===== config.mk =====
export PLATFORM = sky130hd
export DESIGN_NAME = note_event_scheduler
export DESIGN_NICKNAME = d
export VERILOG_FILES = /design/src/rtl/note_event_scheduler.sv
export SDC_FILE = /design/constraint.sdc
export NUM_CORES = 1
export LEC_CHECK = 0
export ABC_AREA = 1
export CAP_MARGIN = 20
export CORE_MARGIN = 2
export CORE_UTILIZATION = 55
export CTS_CLUSTER_DIAMETER = 200
export DETAILED_ROUTE_END_ITERATION = 8
export PLACE_DENSITY = 0.79
export SLEW_MARGIN = 40
export SYNTH_ARGS = -nofsm -noshare
export SYNTH_HDL_FRONTEND = slang
export SYNTH_SLANG_ARGS = --single-unit

===== constraint.sdc =====
create_clock -name clk_camera_in -period 15.35 [get_ports clk_camera_in]
set_input_delay 1.535 -clock clk_camera_in [delete_from_list [all_inputs] [get_ports clk_camera_in]]
set_output_delay 1.535 -clock clk_camera_in [all_outputs]
set_load 0.01 [all_outputs]

===== src/rtl/note_event_scheduler.sv =====
// Detects released notes on the tracked slots, quantizes each length to sixteenths and queues
// the events in a FWFT FIFO. Define NOTE_EVENT_SCHEDULER_TIMESTAMP_EN to add onset timestamps.
module note_event_scheduler #(
    parameter int NUM_SLOTS  = 5,
    parameter int NOTE_W     = 8,
    parameter int DUR_W      = 30,
    parameter int LEN_W      = 5,
    parameter int FIFO_DEPTH = 8
) (
    input  logic                          clk_camera_in,
    input  logic                          rst_in,
    input  logic                          enable_in,
    input  logic [NUM_SLOTS*NOTE_W-1:0]   notes_in,
    input  logic [NUM_SLOTS*DUR_W-1:0]    durations_in,
    input  logic [23:0]                   cycles_per_sixteenth_in,
    output logic                          event_valid_out,
    input  logic                          event_ready_in,
    output logic [NOTE_W-1:0]             event_note_out,
    output logic [2:0]                    event_slot_out,
    output logic [DUR_W-1:0]              event_dur_out,
    output logic [LEN_W-1:0]              event_len_out,
`ifdef NOTE_EVENT_SCHEDULER_TIMESTAMP_EN
    output logic [31:0]                   event_onset_out,
`endif
    output logic [$clog2(FIFO_DEPTH):0]   fifo_count_out,
    output logic                          overflow_out,
    output logic                          busy_out
);

    localparam int SLOT_W = 3;
    localparam int PTR_W  = $clog2(FIFO_DEPTH);
    localparam int CNT_W  = PTR_W + 1;
    localparam int REM_W  = DUR_W + 1;
    localparam logic [DUR_W-1:0] DUR_MAX = '1;
    localparam logic [LEN_W-1:0] LEN_MAX = '1;

    function automatic logic [DUR_W-1:0] sat_inc(input logic [DUR_W-1:0] d);
        return (d == DUR_MAX) ? d : d + DUR_W'(1);
    endfunction

    function automatic logic [LEN_W-1:0] clamp_len(input logic [LEN_W-1:0] q);
        return (q == '0) ? LEN_W'(1) : q;
    endfunction

    typedef enum logic [1:0] {S_IDLE, S_LOAD, S_SUB, S_PUSH} state_t;
    state_t state, state_nxt;

    logic [NOTE_W-1:0]    prev_note   [NUM_SLOTS];
    logic [DUR_W-1:0]     prev_dur    [NUM_SLOTS];
    logic [NOTE_W-1:0]    cap_note_p0 [NUM_SLOTS];
    logic [DUR_W-1:0]     cap_dur_p0  [NUM_SLOTS];
    logic [NUM_SLOTS-1:0] vld_p0, release_evt, grant_hit, accept;
    logic                 grant_vld;
    logic [SLOT_W-1:0]    grant_idx, rr_ptr, arb_idx;
    logic                 ovf;

    logic [NOTE_W-1:0]    note_p1;
    logic [SLOT_W-1:0]    slot_p1;
    logic [DUR_W-1:0]     dur_p1;
    logic [23:0]          cps_p1;
    logic [REM_W-1:0]     rem_p1;
    logic [LEN_W-1:0]     q_p1;
    logic                 sub_ok, push, pop, fifo_full;

    logic [NOTE_W-1:0]    mem_note [FIFO_DEPTH];
    logic [SLOT_W-1:0]    mem_slot [FIFO_DEPTH];
    logic [DUR_W-1:0]     mem_dur  [FIFO_DEPTH];
    logic [LEN_W-1:0]     mem_len  [FIFO_DEPTH];
    logic [PTR_W-1:0]     wr_ptr, rd_ptr;
    logic [CNT_W-1:0]     count;

`ifdef NOTE_EVENT_SCHEDULER_TIMESTAMP_EN
    logic [31:0] ts_cnt;
    logic [31:0] cap_onset_p0 [NUM_SLOTS];
    logic [31:0] onset_p1;
    logic [31:0] mem_onset [FIFO_DEPTH];

    always_ff @(posedge clk_camera_in) begin
        if (!rst_in) ts_cnt <= '0;
        else         ts_cnt <= ts_cnt + 32'd1;
    end
`endif

    // Stage p0: release detection, capture and pending bits
    always_comb begin
        release_evt = '0;
        grant_hit   = '0;
        accept      = '0;
        for (int i = 0; i < NUM_SLOTS; i++) begin
            release_evt[i] = enable_in && (prev_note[i] != '0) &&
                             (notes_in[i*NOTE_W +: NOTE_W] != prev_note[i]);
            grant_hit[i]   = grant_vld && (grant_idx == SLOT_W'(i));
            accept[i]      = release_evt[i] && (!vld_p0[i] || grant_hit[i]);
        end
    end

    // Lowest offset from rr_ptr wins, so scan offsets from the far end down.
    always_comb begin
        grant_vld = 1'b0;
        grant_idx = '0;
        arb_idx   = '0;
        if (state == S_IDLE) begin
            for (int k = NUM_SLOTS - 1; k >= 0; k--) begin
                arb_idx = SLOT_W'((int'(rr_ptr) + k) % NUM_SLOTS);
                if (vld_p0[arb_idx]) begin
                    grant_vld = 1'b1;
                    grant_idx = arb_idx;
                end
            end
        end
    end

    always_ff @(posedge clk_camera_in) begin
        if (!rst_in) begin
            for (int i = 0; i < NUM_SLOTS; i++) begin
                prev_note[i] <= '0;
                prev_dur[i]  <= '0;
            end
            vld_p0 <= '0;
            rr_ptr <= '0;
            ovf    <= 1'b0;
        end else begin
            for (int i = 0; i < NUM_SLOTS; i++) begin
                prev_note[i] <= notes_in[i*NOTE_W +: NOTE_W];
                prev_dur[i]  <= durations_in[i*DUR_W +: DUR_W];
                if (grant_hit[i])                  vld_p0[i] <= 1'b0;
                if (accept[i])                     vld_p0[i] <= 1'b1;
                if (release_evt[i] && !accept[i])  ovf       <= 1'b1;
            end
            if (grant_vld)
                rr_ptr <= (grant_idx == SLOT_W'(NUM_SLOTS - 1)) ? '0 : grant_idx + SLOT_W'(1);
        end
    end

    always_ff @(posedge clk_camera_in) begin
        for (int i = 0; i < NUM_SLOTS; i++) begin
            if (accept[i]) begin
                cap_note_p0[i] <= prev_note[i];
                cap_dur_p0[i]  <= sat_inc(prev_dur[i]);
`ifdef NOTE_EVENT_SCHEDULER_TIMESTAMP_EN
                cap_onset_p0[i] <= ts_cnt - 32'(sat_inc(prev_dur[i]));
`endif
            end
        end
    end

    // Stage p1: quantizer FSM (repeated subtraction with half-unit rounding bias)
    assign sub_ok = (rem_p1 >= REM_W'(cps_p1)) && (q_p1 != LEN_MAX);

    always_ff @(posedge clk_camera_in) begin
        if (!rst_in) state <= S_IDLE;
        else         state <= state_nxt;
    end

    always_comb begin
        state_nxt = state;
        push      = 1'b0;
        case (state)
            S_IDLE: if (grant_vld) state_nxt = S_LOAD;
            S_LOAD: state_nxt = (cycles_per_sixteenth_in == '0) ? S_PUSH : S_SUB;
            S_SUB:  if (!sub_ok) state_nxt = S_PUSH;
            S_PUSH: begin
                if (!fifo_full || pop) begin
                    push      = 1'b1;
                    state_nxt = S_IDLE;
                end
            end
            default: state_nxt = S_IDLE;
        endcase
    end

    always_ff @(posedge clk_camera_in) begin
        case (state)
            S_IDLE: begin
                if (grant_vld) begin
                    note_p1 <= cap_note_p0[grant_idx];
                    dur_p1  <= cap_dur_p0[grant_idx];
                    slot_p1 <= grant_idx;
`ifdef NOTE_EVENT_SCHEDULER_TIMESTAMP_EN
                    onset_p1 <= cap_onset_p0[grant_idx];
`endif
                end
            end
            S_LOAD: begin
                cps_p1 <= cycles_per_sixteenth_in;
                rem_p1 <= REM_W'(dur_p1) + REM_W'(cycles_per_sixteenth_in >> 1);
                q_p1   <= (cycles_per_sixteenth_in == '0) ? LEN_MAX : '0;
            end
            S_SUB: begin
                if (sub_ok) begin
                    rem_p1 <= rem_p1 - REM_W'(cps_p1);
                    q_p1   <= q_p1 + LEN_W'(1);
                end
            end
            default: ;
        endcase
    end

    // Stage p2: FWFT event queue
    assign fifo_full = (count == CNT_W'(FIFO_DEPTH));
    assign pop       = event_valid_out && event_ready_in;

    always_ff @(posedge clk_camera_in) begin
        if (!rst_in) begin
            wr_ptr <= '0;
            rd_ptr <= '0;
            count  <= '0;
        end else begin
            if (push) wr_ptr <= wr_ptr + PTR_W'(1);
            if (pop)  rd_ptr <= rd_ptr + PTR_W'(1);
            case ({push, pop})
                2'b10:   count <= count + CNT_W'(1);
                2'b01:   count <= count - CNT_W'(1);
                default: ;
            endcase
        end
    end

    always_ff @(posedge clk_camera_in) begin
        if (push) begin
            mem_note[wr_ptr] <= note_p1;
            mem_slot[wr_ptr] <= slot_p1;
            mem_dur[wr_ptr]  <= dur_p1;
            mem_len[wr_ptr]  <= clamp_len(q_p1);
`ifdef NOTE_EVENT_SCHEDULER_TIMESTAMP_EN
            mem_onset[wr_ptr] <= onset_p1;
`endif
        end
    end

    // Payload is masked while empty so the outputs read zero out of reset.
    assign event_valid_out = (count != '0);
    assign event_note_out  = event_valid_out ? mem_note[rd_ptr] : '0;
    assign event_slot_out  = event_valid_out ? mem_slot[rd_ptr] : '0;
    assign event_dur_out   = event_valid_out ? mem_dur[rd_ptr]  : '0;
    assign event_len_out   = event_valid_out ? mem_len[rd_ptr]  : '0;
`ifdef NOTE_EVENT_SCHEDULER_TIMESTAMP_EN
    assign event_onset_out = event_valid_out ? mem_onset[rd_ptr] : '0;
`endif
    assign fifo_count_out  = count;
    assign overflow_out    = ovf;
    assign busy_out        = (state != S_IDLE) || (|vld_p0);

endmodule


==> run summary, run 1 <==
footprint of the multi-input gates: 13,400 sq um
post-CTS setup buffers: 0
GR Util met2: 0.458
# diodes: 0
Yosys cell types: 55
Critical Path Max Stage Delay: 0.76 ns
global-route wire length before repair: 155,000 um
hold crit path type: flip-flop to flip-flop
num rows: 99
internal reg-to-reg setup slack: 7.85 ns
Die ar.: 75,300 sq um
outcome: finished, final reports clean
clk root buf: clkbuf_16
asr flop ratio synth: 0
max-slew violations: 0
DR WL/cell: 18.4 um
share of cells above drive strength 1: 0.0518
die height: 274 um
Top FF cell, synth: edfxtp_1
Starting Density: 0.553
1st-iter DRT viols: 2,995
fmax: 0.133 GHz
CTS tree: done
Register Area: 24,100 sq um
largest net degree at the start of global routing: 109
Critical Path RT: 15.70 ns
R2R depth: 28
r2r endpoint: cap_dur_p0[3][23]$_DFFE_PP_
Reg clk slew, reported paths: 0.06 ns
synthesized area per cell: 9.57 sq um
most frequent cells in the layout: nand2_1, edfxtp_1, inv_1
RSZ-0062 raised after global routing: false
non-filler cells, final: 5,478
CTS buffer count: 87
Syn Inst Count: 4,203
worst-margin pin slew: 0.853 ns
Final nets: 4,759
register area share after synthesis: 0.598
Slew headroom: 0.429
grt ovf: 0
peak-usage layer in the global routing report: met2
Tmin final: 7.50 ns
syn nets: 4,515
Final ANT Viol Nets: 0
Sink Count: 873
min-delay src: prev_note[0][28]$_SDFF_PN0_
met1 GRT Util: 0.338
hold endpoint: cap_note_p0[3][4]$_DFFE_PP_
via count: 29.6k
flops & latches, synth: 873
worst vdd ir: 0.195 mV
Most Frequent Cell on Critical Path: nand2_1
All-Layer GR Usage: 0.268
detail-routed via count per cell: 5.40
final setup vio count: 0
antenna violations before repair: 0
post-cts resize count: 0
Die Span X: 274 um
worst skew pair latency: 0.65 ns
Total Neg Setup Slack: 0 ns
slowest CP cell: dfxtp_1
Setup crit end kind: flip-flop
gpl congestion: 0.951
max cap viols: 0
CTS max path bufs: 3
Hold Vio Cnt, Final: 0
total power divided by cell area: 200 nW/um^2
hpwl dp: 69,400 um
area of placed instances: 44,000 sq um
Layout area overhead: 16.5%
CTS H-tree lvls: 3
Final Power: 9360 uW
DRT Pass-1 Iters: 8
Syn. warnings: 0
leak pwr: 0.0195 uW
Worst Setup Start Kind: flip-flop
Worst Hold Path Cells: 0
vias in the first global route: 28.4k
fillers: 5,616
PortBufs: 270
WL final: 101,000 um
Final Cycle Share: 0.489
Top Ports: 271
drt drc: 0
GR Layer Usage met3: 0.0367
EDFF count, synth: 659
CP Max Fanout: 80
Crit Path Category: flip-flop to flip-flop
placed cells: 5,317
critical path data arrival time: 7.85 ns
clock skew: 0.0283 ns
post-synthesis instance area: 40,200 sq um
most common cell after layout, fill and taps aside: nand2_1
core area: 72,700 sq um
final instance area: 46,800 sq um
hold_buf cts: 0
worst r2r src: rr_ptr[0]$_SDFFE_PN0P_
## sequential cells by signal, indices dropped and copies added (netlist names), 3 cells and up, named ones only
name / flops
note_p1: 8
mem_note: 64
wr_ptr: 3
dur_p1: 30
rd_ptr: 3
slot_p1: 3
fifo_count_out: 4
mem_len: 40
prev_note: 40
q_p1: 5
mem_dur: 240
cap_note_p0: 40
mem_slot: 24
prev_dur: 150
vld_p0: 5
cps_p1: 24
rem_p1: 31
cap_dur_p0: 150
rr_ptr: 3
## cell type report
| class | instances | share of cell area |
|---|---|---|
| tap | 959 | 0.0256 |
| sequential | 873 | 0.514 |
| clock inverter | 52 | 0.0108 |
| timing repair buffer | 302 | 0.0649 |
| clock buffer | 109 | 0.0504 |
| multi-input combinational | 2590 | 0.287 |
| inverter | 593 | 0.0477 |
## critical path, delay by kind of cell (launching register included)
kind	cells	cell delay, ns
adder cells (fa/ha/maj)	4	1.11
AO/OA/AOI/OAI	2	0.72
AND/OR/NAND/NOR	16	3.09
flip-flops	1	0.76
buffers and inverters	6	1.50
## synthesized netlist by cell type (all sizes together) (2+ instances only)
master,instances,share of area
a211oi,4,0.00075
a21o,3,0.00056
a21oi,118,0.015
a31oi,52,0.0081
and2,5,0.00078
buf,36,0.0055
clkbuf,111,0.010
clkinv,4,0.00037
dfxtp,214,0.11
edfxtp,659,0.49
fa,4,0.0020
ha,90,0.028
inv,589,0.055
mux2,4,0.0011
nand2,857,0.081
nand2b,2,0.00031
nand3,202,0.025
nand3b,43,0.0080
nand4,60,0.0093
nor2,442,0.041
nor3,50,0.0062
nor3b,2,0.00037
nor4,42,0.0065
o211ai,3,0.00056
o21a,5,0.00093
o21ai,344,0.043
o21bai,5,0.00093
o221ai,2,0.00044
o22ai,49,0.0076
or2,24,0.0037
or4,2,0.00037
xnor2,58,0.013
xor2,107,0.023
## through the flow
step           hold WS [ns]  setup WS (ns)  utilization
6_report              0.436           7.85        0.644
5_1_grt               0.443           7.18        0.644
3_5_place_dp          0.415           7.97        0.605
4_1_cts               0.433           7.94        0.644
3_3_place_gp          0.417           7.80        0.603
2_1_floorplan         0.408           9.12            -
## worst max path at each step
stage	start	end	slack (ns)
after floorplan	rr_ptr[1]$_SDFFE_PN0P_	cap_dur_p0[0][0]$_DFFE_PP_	9.12
after global placement	rr_ptr[0]$_SDFFE_PN0P_	cap_dur_p0[3][23]$_DFFE_PP_	7.80
after detailed placement	rr_ptr[0]$_SDFFE_PN0P_	cap_dur_p0[3][23]$_DFFE_PP_	7.97
after CTS	rr_ptr[0]$_SDFFE_PN0P_	cap_dur_p0[3][23]$_DFFE_PP_	7.94
after global routing	rr_ptr[0]$_SDFFE_PN0P_	cap_dur_p0[3][23]$_DFFE_PP_	7.18
final	rr_ptr[0]$_SDFFE_PN0P_	cap_dur_p0[3][23]$_DFFE_PP_	7.85
## logic make-up after synthesis
logic type | after synthesis | synth area share
buffers and inverters | 740 | 0.0712
adder cells (fa/ha/maj) | 94 | 0.0300
XOR/XNOR | 165 | 0.0364
AND/OR/NAND/NOR | 1735 | 0.184
flip-flops | 873 | 0.598
multiplexers | 5 | 0.00137
AO/OA/AOI/OAI | 591 | 0.0789
## report_power, final
part           internal (uW)  total, uW  switching, uW
logic                   1190       3720           2530
clock network           1220       2120            898
registers               3170       3530            357
total                   5580       9360           3780
## metal layers
metal | wire, um | part of all wire
met5 | 0 | 0
met4 | 4690 | 0.046
met1 | 39800 | 0.39
met3 | 7300 | 0.072
met2 | 49200 | 0.49
No activity file was read; power rests on OpenSTA's default activity.
==> run 2, diff against run 1 <==
Clock period 15.35 ns to 7.5 ns, I/O delays scaled along.
==> run summary, run 2 (synthesis gave the netlist of run 1 again) <==
total power divided by cell area: 413 nW/um^2
core area: 72,700 sq um
fmax: 0.155 GHz
hold_buf cts: 0
Most Frequent Cell on Critical Path: nand2_1
CTS H-tree lvls: 3
Most flops, register: mem_dur
worst vdd ir: 0.484 mV
R2R depth: 29
wire length on met3: 7040 um
max-slew violations: 0
area of placed instances: 43,900 sq um
die height: 274 um
Largest register FFs: 240
Util after Layout: 0.645
Hold Vio Cnt, Final: 0
min-delay src: prev_note[0][28]$_SDFF_PN0_
All-Layer GR Usage: 0.263
Crit Path Category: flip-flop to flip-flop
detail-routed via count per cell: 5.42
uppermost layer routed: met4
Critical Path Max Stage Delay: 0.67 ns
PortBufs: 270
Int Pwr: 11,500 uW
Levels on crit path: 29
leak pwr: 0.0196 uW
Final Cycle Share: 0.862
Final ANT Viol Nets: 0
delay-heaviest family, CP: simple AND/OR/NAND/NOR gates
Starting Density: 0.553
final instance area: 46,900 sq um
internal reg-to-reg setup slack: 1.03 ns
hold endpoint: cap_note_p0[3][4]$_DFFE_PP_
switching power: 7860 uW
hpwl dp: 68,500 um
RSZ-0062 raised after global routing: false
CTS buffer count: 87
share of cells above drive strength 1: 0.0553
Layout area overhead: 16.6%
Comb power frac: 0.399
Worst Setup Start Kind: flip-flop
global-route wire length before repair: 152,000 um
most common cell after layout, fill and taps aside: nand2_1
Die ar.: 75,300 sq um
Die Span X: 274 um
WL final: 99,500 um
drt drc: 0
CTS max path bufs: 3
# diodes: 0
DR WL met2: 49,000 um
clock skew: 0.0338 ns
worst r2r src: rr_ptr[2]$_SDFFE_PN0P_
registers with the most flip-flops: mem_dur: 240 flops, cap_dur_p0: 150 flops, prev_dur: 150 flops
grt ovf: 0
Reg power frac: 0.373
Final nets: 4,762
max cap viols: 0
via count: 29.7k
Total Neg Setup Slack: 0 ns
worst-margin pin slew: 0.870 ns
post-cts resize count: 0
Final Power: 19,400 uW
Switching Fraction: 0.406
worst skew pair latency: 0.66 ns
DRT met1 WL: 38,900 um
antenna violations before repair: 0
Hold Worst Slack: 0.428 ns
buffers plus inverters on the worst setup path: 7
post-CTS setup buffers: 0
final setup vio count: 0
Clk pwr share: 0.229
hold crit path type: flip-flop to flip-flop
Critical Path RT: 7.78 ns
DR WL/cell: 18.1 um
Tmin final: 6.47 ns
outcome: finished, final reports clean
r2r endpoint: cap_dur_p0[2][7]$_DFFE_PP_
gpl congestion: 0.970
most frequent cells in the layout: nand2_1, edfxtp_1, inv_1
slowest CP cell: dfxtp_1
1st-iter DRT viols: 3,243
vias in the first global route: 28.1k
num rows: 99
Top Ports: 271
Worst Hold Path Cells: 0
CTS tree: done
Reg clk slew, reported paths: 0.06 ns
CP Max Fanout: 77
largest net degree at the start of global routing: 110
Slew headroom: 0.420
critical path data arrival time: 6.74 ns
DRT Pass-1 Iters: 5
Setup crit end kind: flip-flop
Sink Count: 873
clk root buf: clkbuf_16
==> run 2: metal layers <==
metal  vias to the layer above  track usage
met2                      1260        0.455
met5                         -            0
met3                       233       0.0308
met4                         0        0.117
met1                     13800        0.332
li1                      14500            -
==> run 2: cell type report <==
class                   instances  area [sq um]
fillers                      5636         25800
inverters                     593          2240
well taps                     959          1200
multi-input cells            2590         13400
clock inverters                50           536
repair buffers                305          3000
flip-flops and latches        873         24100
clock buffers                 112          2460
==> run 2: worst max path at each step <==
stage	start	end	slack, ns
3_5_place_dp	rr_ptr[2]$_SDFFE_PN0P_	cap_dur_p0[2][1]$_DFFE_PP_	1.17
4_1_cts	rr_ptr[2]$_SDFFE_PN0P_	cap_dur_p0[2][7]$_DFFE_PP_	1.14
2_1_floorplan	rr_ptr[1]$_SDFFE_PN0P_	cap_dur_p0[0][0]$_DFFE_PP_	1.27
5_1_grt	rr_ptr[2]$_SDFFE_PN0P_	cap_dur_p0[2][7]$_DFFE_PP_	0.52
3_3_place_gp	rr_ptr[2]$_SDFFE_PN0P_	cap_dur_p0[2][3]$_DFFE_PP_	1.36
6_report	rr_ptr[2]$_SDFFE_PN0P_	cap_dur_p0[2][7]$_DFFE_PP_	1.03
==> run 2: stage by stage <==
step / cells / setup WS [ns]
after floorplan: 4203 / 1.27
after global placement: 5317 / 1.36
after detailed placement: 5318 / 1.17
after CTS: 5480 / 1.14
after global routing: 5482 / 0.518
final: 5482 / 1.03
==> run 2: worst register-to-register path: cells and delay by family (launching register included) <==
| kind | cells | cell delay (ns) |
|---|---|---|
| simple gates | 11 | 1.50 |
| buf+inv | 7 | 1.42 |
| fa+ha+maj | 4 | 1.23 |
| compound gates | 6 | 1.08 |
| flops | 1 | 0.67 |
| xor+xnor | 1 | 0.17 |
==> run 2: power groups by stage <==
stage	logic, uW	clock network, uW	registers [uW]
6_report	7720	4430	7220
5_1_grt	8550	4660	7290
4_1_cts	7650	4490	7210
3_5_place_dp	7570	0	7310
3_3_place_gp	7400	0	7280
2_1_floorplan	5200	0	6930
